==> config.mk <==
export PLATFORM = sky130hd
export DESIGN_NAME = ranging_sequencer
export DESIGN_NICKNAME = d
export VERILOG_FILES = /design/src/rtl/ranging_pkg.sv /design/src/rtl/bcd_counter3.sv /design/src/rtl/ranging_sequencer.sv
export SDC_FILE = /design/constraint.sdc
export NUM_CORES = 1
export LEC_CHECK = 0
export ABC_AREA = 1
export CAP_MARGIN = 20
export CORE_MARGIN = 2
export CORE_UTILIZATION = 30
export DETAILED_ROUTE_END_ITERATION = 8
export SYNTH_ARGS = -nofsm -noshare
export SYNTH_HDL_FRONTEND = slang
export SYNTH_HIERARCHICAL = 1
export SYNTH_SLANG_ARGS = --single-unit
==> constraint.sdc <==
create_clock -name system_clk -period 5.8 [get_ports system_clk]
set_input_delay 0.58 -clock system_clk [delete_from_list [all_inputs] [get_ports system_clk]]
set_output_delay 0.58 -clock system_clk [all_outputs]
set_load 0.1 [all_outputs]
==> src/rtl/ranging_pkg.sv <==
// Shared types and constants for the ultrasonic ranging sequencer.
package ranging_pkg;

  typedef enum logic [2:0] {
    IDLE,
    TRIG,
    WAIT_RISE,
    MEASURE,
    HOLDOFF
  } state_e;

  localparam int BCD_DIGITS = 3;
  localparam logic [4*BCD_DIGITS-1:0] BCD_MAX = 12'h999;

  function automatic int max2(input int a, input int b);
    return (a > b) ? a : b;
  endfunction

endpackage

==> src/rtl/bcd_counter3.sv <==
// Three-digit saturating BCD counter with synchronous clear.
module bcd_counter3
  import ranging_pkg::*;
(
  input  logic                    clk_i,
  input  logic                    rst_ni,
  input  logic                    clr_i,
  input  logic                    inc_i,
  output logic [4*BCD_DIGITS-1:0] val_o,
  output logic                    at_max_o
);

  logic [4*BCD_DIGITS-1:0] val_q, val_d;
  logic carry;

  assign val_o    = val_q;
  assign at_max_o = (val_q == BCD_MAX);

  always_comb begin
    val_d = val_q;
    carry = inc_i & ~at_max_o;
    for (int i = 0; i < BCD_DIGITS; i++) begin
      if (carry) begin
        if (val_q[4*i+:4] == 4'd9) begin
          val_d[4*i+:4] = 4'd0;
        end else begin
          val_d[4*i+:4] = val_q[4*i+:4] + 4'd1;
          carry = 1'b0;
        end
      end
    end
    if (clr_i) val_d = '0;
  end

  always_ff @(posedge clk_i or negedge rst_ni) begin
    if (!rst_ni) val_q <= '0;
    else         val_q <= val_d;
  end

endmodule

==> src/rtl/ranging_sequencer.sv <==
// Single-clock trigger / echo-timing / holdoff sequencer for the
// ultrasonic ranger, producing a latched 3-digit BCD distance.
module ranging_sequencer
  import ranging_pkg::*;
#(
  parameter int TRIG_CYCLES    = 1000,
  parameter int TICK_CYCLES    = 5882,
  parameter int WAIT_CYCLES    = 2000000,
  parameter int HOLDOFF_CYCLES = 6000000
) (
  input  logic        system_clk,
  input  logic        reset,
  input  logic        start,
  input  logic        auto_mode,
  input  logic        echo,
  output logic        stimulus,
  output logic        busy,
  output logic [11:0] dist_bcd,
  output logic        dist_valid,
  output logic        overrange,
  output logic        no_echo
);

  localparam int MAXC = max2(max2(TRIG_CYCLES, TICK_CYCLES),
                             max2(WAIT_CYCLES, HOLDOFF_CYCLES));
  localparam int CW = (MAXC > 1) ? $clog2(MAXC) : 1;

  localparam logic [CW-1:0] TRIG_LAST = CW'(TRIG_CYCLES - 1);
  localparam logic [CW-1:0] TICK_LAST = CW'(TICK_CYCLES - 1);
  localparam logic [CW-1:0] WAIT_LAST = CW'(WAIT_CYCLES - 1);
  localparam logic [CW-1:0] HOLD_LAST = CW'(HOLDOFF_CYCLES - 1);
  // The rise-detect cycle is the first echo-high clock of the window.
  localparam logic [CW-1:0] MEAS_START = CW'((TICK_CYCLES > 1) ? 1 : 0);

  state_e state_q, state_d;
  logic [CW-1:0] cnt_q, cnt_d;
  logic [2:0] sync_q;
  logic rise, fall;
  logic bcd_clr, bcd_inc, bcd_max;
  logic [11:0] bcd_val;
  logic [11:0] dist_q, dist_d;
  logic valid_q, valid_d;
  logic ovr_q, ovr_d;
  logic noe_q, noe_d;
  logic stim_q, busy_q;

  assign rise = sync_q[1] & ~sync_q[2];
  assign fall = ~sync_q[1] & sync_q[2];

  bcd_counter3 u_bcd (
    .clk_i   (system_clk),
    .rst_ni  (reset),
    .clr_i   (bcd_clr),
    .inc_i   (bcd_inc),
    .val_o   (bcd_val),
    .at_max_o(bcd_max)
  );

  always_comb begin
    state_d = state_q;
    cnt_d   = cnt_q + 1'b1;
    bcd_clr = 1'b0;
    bcd_inc = 1'b0;
    dist_d  = dist_q;
    valid_d = 1'b0;
    ovr_d   = ovr_q;
    noe_d   = noe_q;
    unique case (state_q)
      IDLE: begin
        cnt_d = '0;
        if (start || auto_mode) state_d = TRIG;
      end
      TRIG: begin
        bcd_clr = 1'b1;
        if (cnt_q == TRIG_LAST) begin
          state_d = WAIT_RISE;
          cnt_d   = '0;
        end
      end
      WAIT_RISE: begin
        if (rise) begin
          state_d = MEASURE;
          cnt_d   = MEAS_START;
        end else if (cnt_q == WAIT_LAST) begin
          state_d = HOLDOFF;
          cnt_d   = '0;
          noe_d   = 1'b1;
          ovr_d   = 1'b0;
          valid_d = 1'b1;
        end
      end
      MEASURE: begin
        if (fall) begin
          state_d = HOLDOFF;
          cnt_d   = '0;
          dist_d  = bcd_val;
          noe_d   = 1'b0;
          ovr_d   = 1'b0;
          valid_d = 1'b1;
        end else if (cnt_q == TICK_LAST) begin
          cnt_d = '0;
          if (bcd_max) begin
            state_d = HOLDOFF;
            dist_d  = BCD_MAX;
            noe_d   = 1'b0;
            ovr_d   = 1'b1;
            valid_d = 1'b1;
          end else begin
            bcd_inc = 1'b1;
          end
        end
      end
      HOLDOFF: begin
        if (cnt_q == HOLD_LAST) begin
          state_d = IDLE;
          cnt_d   = '0;
        end
      end
      default: begin
        state_d = IDLE;
        cnt_d   = '0;
      end
    endcase
  end

  always_ff @(posedge system_clk or negedge reset) begin
    if (!reset) begin
      state_q <= IDLE;
      cnt_q   <= '0;
      sync_q  <= '0;
      dist_q  <= '0;
      valid_q <= 1'b0;
      ovr_q   <= 1'b0;
      noe_q   <= 1'b0;
      stim_q  <= 1'b0;
      busy_q  <= 1'b0;
    end else begin
      state_q <= state_d;
      cnt_q   <= cnt_d;
      sync_q  <= {sync_q[1:0], echo};
      dist_q  <= dist_d;
      valid_q <= valid_d;
      ovr_q   <= ovr_d;
      noe_q   <= noe_d;
      stim_q  <= (state_d == TRIG);
      busy_q  <= (state_d != IDLE);
    end
  end

  assign stimulus   = stim_q;
  assign busy       = busy_q;
  assign dist_bcd   = dist_q;
  assign dist_valid = valid_q;
  assign overrange  = ovr_q;
  assign no_echo    = noe_q;

endmodule
# ---- After elaboration in Yosys (flattened, before gate mapping)
# Cells that the tools add are included.
dict set report classes {
  n_eq_ne 17
  reduce_logical 11
  n_bitwise 6
  addsub 4
  n_mux 53
}
# op n
set op_table {}
lappend op_table {{23-bit two-way mux} 6}
lappend op_table {{23-bit one-hot mux with 4 select lines} 1}
lappend op_table {{12-bit two-way mux} 4}
lappend op_table {{1-bit two-way mux} 24}
lappend op_table {{3-bit two-way mux} 8}
lappend op_table {{4-bit two-way mux} 6}
lappend op_table {{23-bit by 1-bit adder with 23-bit output (second input constant)} 1}
lappend op_table {{23-bit by 10-bit == test with 1-bit output (second input constant)} 1}
lappend op_table {{23-bit by 13-bit == test with 1-bit output (second input constant)} 1}
lappend op_table {{23-bit by 21-bit == test with 1-bit output (second input constant)} 1}
lappend op_table {{23-bit == test (second input constant)} 1}
lappend op_table {{3-bit one-hot mux with 5 select lines} 1}
lappend op_table {{4-bit by 1-bit adder with 4-bit output (second input constant)} 3}
lappend op_table {{12-bit == test (second input constant)} 1}
lappend op_table {{4-bit == test (second input constant)} 3}
lappend op_table {{2-bit nonzero test} 6}
lappend op_table {{3-bit by 1-bit == test with 1-bit output (second input constant)} 2}
lappend op_table {{3-bit by 2-bit == test with 1-bit output (second input constant)} 2}
lappend op_table {{1-bit one-hot mux with 2 select lines} 3}
lappend op_table {{5-bit AND reduction} 1}
lappend op_table {{2-bit inequality test (second input constant)} 2}
lappend op_table {{1-bit bitwise AND} 3}
lappend op_table {{3-bit == test (second input constant)} 1}
lappend op_table {{3-bit logical NOT} 1}
lappend op_table {{other kinds (6)} 8}
dict set report word_totals {
  output_inout_bits 17
  ff_bits 58
  in_bits 5
}

# ---- Longest topological paths before layout
dict set report depth {
  ltp_word 10
  mapped_depth 13
  ltp_nobuf 13
}

# ---- Cells and area by module
# The synthesis kept the hierarchy.
# module cells_per_inst area_per_inst_um2 instances
set by_module_without_submodules {}
lappend by_module_without_submodules {ranging_sequencer 351 2621.3 1}
lappend by_module_without_submodules {bcd_counter3 97 800.8 1}

# ---- Least setup slack after synthesis
# No wires, ideal clock.
dict set report synth_path {
  kind {register to register}
  from {register u_bcd.val_q[0] (netlist: u_bcd/val_o[0])}
  to {register u_bcd.val_q[10] (netlist: u_bcd/val_o[10])}
  required_ns 5.674
  setup_slack_ns 3.909
  stages_incl_launch_ff 12
  synth_period_minus_slack_ns 1.891
  t_arrival_ns 1.765
  cell_sequence {dfrtp_1 -> ha_1 -> nand2_2 -> nor2_8 -> nand3_4 -> inv_1 -> inv_1 -> nand2_1 -> nor2_1 -> nand4_2 -> nand2_2 -> o21ai_0}
}
dict set report synth_between {
  elab_chain_len 9
  elab_cells_between_ends 12
  classes_between {eq/ne: 2; mux: 7; bitwise: 2; reduce/logical: 1}
}
# item line
set synth_lines {}
lappend synth_lines {{start: declaration} bcd_counter3.sv:13} ;# logic [4*BCD_DIGITS-1:0] val_q, val_d;
lappend synth_lines {{start signal: assignment} bcd_counter3.sv:37} ;# else val_q <= val_d;
lappend synth_lines {{12-bit == test} bcd_counter3.sv:17} ;# assign at_max_o = (val_q == BCD_MAX);
lappend synth_lines {{named net bcd_max} ranging_sequencer.sv:39} ;# logic bcd_clr, bcd_inc, bcd_max;
lappend synth_lines {{1-bit two-way mux} ranging_sequencer.sv:102} ;# if (bcd_max) begin
lappend synth_lines {{1-bit two-way mux} ranging_sequencer.sv:100} ;# end else if (cnt_q == TICK_LAST) begin
lappend synth_lines {{1-bit two-way mux} ranging_sequencer.sv:93} ;# if (fall) begin
lappend synth_lines {{1-bit two-way mux} ranging_sequencer.sv:68} ;# unique case (state_q)
lappend synth_lines {{named net bcd_inc} ranging_sequencer.sv:39}
lappend synth_lines {{1-bit bitwise AND} bcd_counter3.sv:21} ;# carry = inc_i & ~at_max_o;
lappend synth_lines {{1-bit two-way mux (2 in a row)} bcd_counter3.sv:23} ;# if (carry) begin
lappend synth_lines {{2-bit nonzero test (no source line)} n/a}
# The timed path passes the listed nets, and every way through them passes these cells.
# A chain may end at the register's enable or synchronous reset.

# ---- Worst setup path in the final report
dict set report layout_path {
  from {register dist_q[5] (netlist: dist_bcd[5])}
  to {output dist_bcd[5]}
}
# item line
set layout_lines {}
lappend layout_lines {{start: declaration} ranging_sequencer.sv:41} ;# logic [11:0] dist_q, dist_d;
lappend layout_lines {{start signal: assignment} ranging_sequencer.sv:141} ;# dist_q <= dist_d;
lappend layout_lines {{end: declaration} ranging_sequencer.sv:18} ;# output logic [11:0] dist_bcd,
# No word-level cell between the ends.

==> metrics.yaml <==
die_x_um: 111
fp.dieH_um: 111
synth_area_um2: 3420
htree_levels: 3
worstRegToRegCells: 12
max_stage_delay_ns: 1.14
min_path_type: "flip-flop to flip-flop"
area_delta_synth_final_pct: 19.4
rows: 39
grt_pass1_wl_um: 13100
final_antenna_net_count: 0
start_util_pct: 30.4
slew_viol_final: 0
dp_hpwl_um: 5490
nFillCells: 1132
holdCritStartpoint: "sync_q[0]"
required_ns: 5.22
worst-setup-path-type: "flip-flop to output pin"
maxCapViolCount: 0
r2r-end: "u_bcd/val_o[9]"
crit_chain: "clkdlybuf4s50_1"
min_to: "sync_q[1]"
finalHoldViolations: 0
synth.ff_latch_count: 58
critPathArrivalTime_ns: 1.83
wl_per_cell_um: 12.3
grt_pass1_vias: 2783
cts_resized: 0
core_area_um2: 11300
max_slew_margin_pct: 34.1
yosysSeqAreaShare_pct: 42.4
post-route-period-util_pct: 41.6
layout-drive-gt1-share_pct: 12.9
period_needed_ns: 2.41
tightestPinTransition_ns: 0.986
boundaryPins: 22
fin_tns_setup_ns: 0
yosys_warnings: 6
fmax_mhz: 415
avgSynthCellArea_um2: 7.64
crit_buf_inv: 1
cts_made_buffers: 9
ys_types: 33
whs_path_depth: 0
post-place-ws_ns: 3.70
overflow: 0
power.density_nw_per_um2: 245
cts_setup_buffers: 0
dr.pass1.iters: 4
insertedDiodeCount: 0
power.leakage_nw: 1.88
io_buffers: 21
grt_max_degree: 59
nets: 487
worst_slack_ns: 3.39
grt_usage_pct: 13.4
reg2reg_slack_ns: 3.70
crit_slowest_cell: "clkdlybuf4s50_1"
cts_tree: "done"
drtIter0Drc: 106
worstPathMaxFanout: 2
worstReg2RegStart: "u_bcd/val_o[1]"
cts.clk_slew.worst_paths_ns: 0.06
endpoint_kind: "output pin"
viasPerCell: 4.67
antenna_found_initial: 0
cts_root_buf: "clkbuf_16"
crit_family: "buffers and inverters"
drcViolationCount: 0
postCtsHoldBufs: 0
final_cell_mix: "nand2_1, nor2_1, dfrtp_1"
routed_wl_um: 7670
clock_path_buffers: 2
ir_drop_mv: 0.157
rsz0062_at_grt: "false"
worstSetupStartpointType: "flip-flop"
cts_num_sinks: 58
synth_fp_nets: 461
synthCells: 448
outcome: "complete, no violations"
finalSetupViolCount: 0
place_congestion: 0.868
worst_clock_skew_ns: 0.00623
vias: 2905
die_area_um2: 12300
final_common_cell: "nand2_1"
clkLatencyLatePin_ns: 0.34
==> flip-flops by register name, indices dropped and copies added (netlist names) <==
register and flops:
cnt_q 23, state_q 3, busy 1, sync_q 3, stimulus 1, no_echo 1, u_bcd/val_o 12, overrange 1
dist_bcd 12, dist_valid 1
==> layout make-up <==
type | count | area (um^2) | area share [%]
clock buffer | 9 | 225 | 5.51
clock inverter | 7 | 103 | 2.51
inverter | 55 | 206 | 5.05
multi-input combinational | 328 | 1710 | 41.8
sequential | 58 | 1450 | 35.5
tap | 143 | 179 | 4.38
timing repair buffer | 22 | 213 | 5.21
==> cells in the mapped netlist <==
library cell	number	area (um^2)
nand2_1	105	394
nor2_1	76	285
dfrtp_1	58	1450
inv_1	49	184
nand3_1	46	230
xor2_1	16	140
nor2_2	13	81.3
nand4_1	11	68.8
nor3_1	9	45.0
ha_1	8	100
o21ai_0	7	35.0
a21oi_2	6	52.6
inv_2	6	22.5
nand2_2	6	37.5
xnor2_1	5	43.8
nor2_4	4	45.0
buf_6	3	33.8
a21oi_1	2	10.0
buf_2	2	10.0
nand3_2	2	20.0
nand3b_1	2	15.0
buf_4	1	7.51
clkbuf_1	1	3.75
nand2_4	1	11.3
nand3_4	1	17.5
nand4_2	1	12.5
nor2_8	1	20.0
nor3_2	1	10.0
nor4_1	1	6.26
o21ai_1	1	5.00
o21ai_2	1	8.76
o21bai_1	1	7.51
or2_2	1	6.26
==> per-layer routing <==
layer,part of all wire [%],track usage (%),vias to the layer above
li1,-,-,1466
met1,45,16.1,1367
met2,49,22.5,59
met3,3.8,3.88,13
met4,2.0,5.33,0
met5,0,0,-
==> kinds of logic (layout without fill, tap and decap cells) <==
logic type | Yosys count | count (layout) | share of synthesized area, %
DFF | 58 | 58 | 42.4
xor gates and xnor gates | 21 | 21 | 5.37
adders and majority gates | 8 | 8 | 2.93
AOI/OAI and AO/OA | 18 | 18 | 3.47
and+or+nand+nor | 281 | 281 | 38.2
buffers and inverters | 62 | 93 | 7.64
==> worst max-delay path by stage <==
stage / from / to / cells past startpoint
finish: dist_bcd[5] / dist_bcd[5] / 1
global route: dist_bcd[3] / dist_bcd[3] / 1
CTS: overrange / overrange / 1
detailed placement: cnt_q[0] / cnt_q[5] / 10
global placement: dist_bcd[1] / dist_bcd[1] / 1
floorplan: u_bcd/val_o[0] / u_bcd/val_o[10] / 11
==> power breakdown <==
part	switching, mW	leakage (nW)	total (mW)	internal [mW]
logic	0.00899	0.953	0.0118	0.00278
clock network	0.202	0.156	0.581	0.379
registers	0.000536	0.774	0.407	0.406
total	0.211	1.88	0.999	0.788
==> metrics by stage <==
stage / total power [mW] / hold slack, ns / cells / instance area, um^2 / utilization, %
final: 0.999 / 0.349 / 622 / 4090 / 36.3
after global routing: 1.03 / 0.369 / 622 / 4090 / 36.3
after CTS: 1.01 / 0.353 / 622 / 4090 / 36.3
after detailed placement: 0.427 / 0.344 / 606 / 3760 / 33.3
after global placement: 0.426 / 0.342 / 606 / 3760 / 33.3
after floorplan: 0.415 / 0.284 / 448 / 3420 / -
No activity file was read; power rests on OpenSTA's default activity.
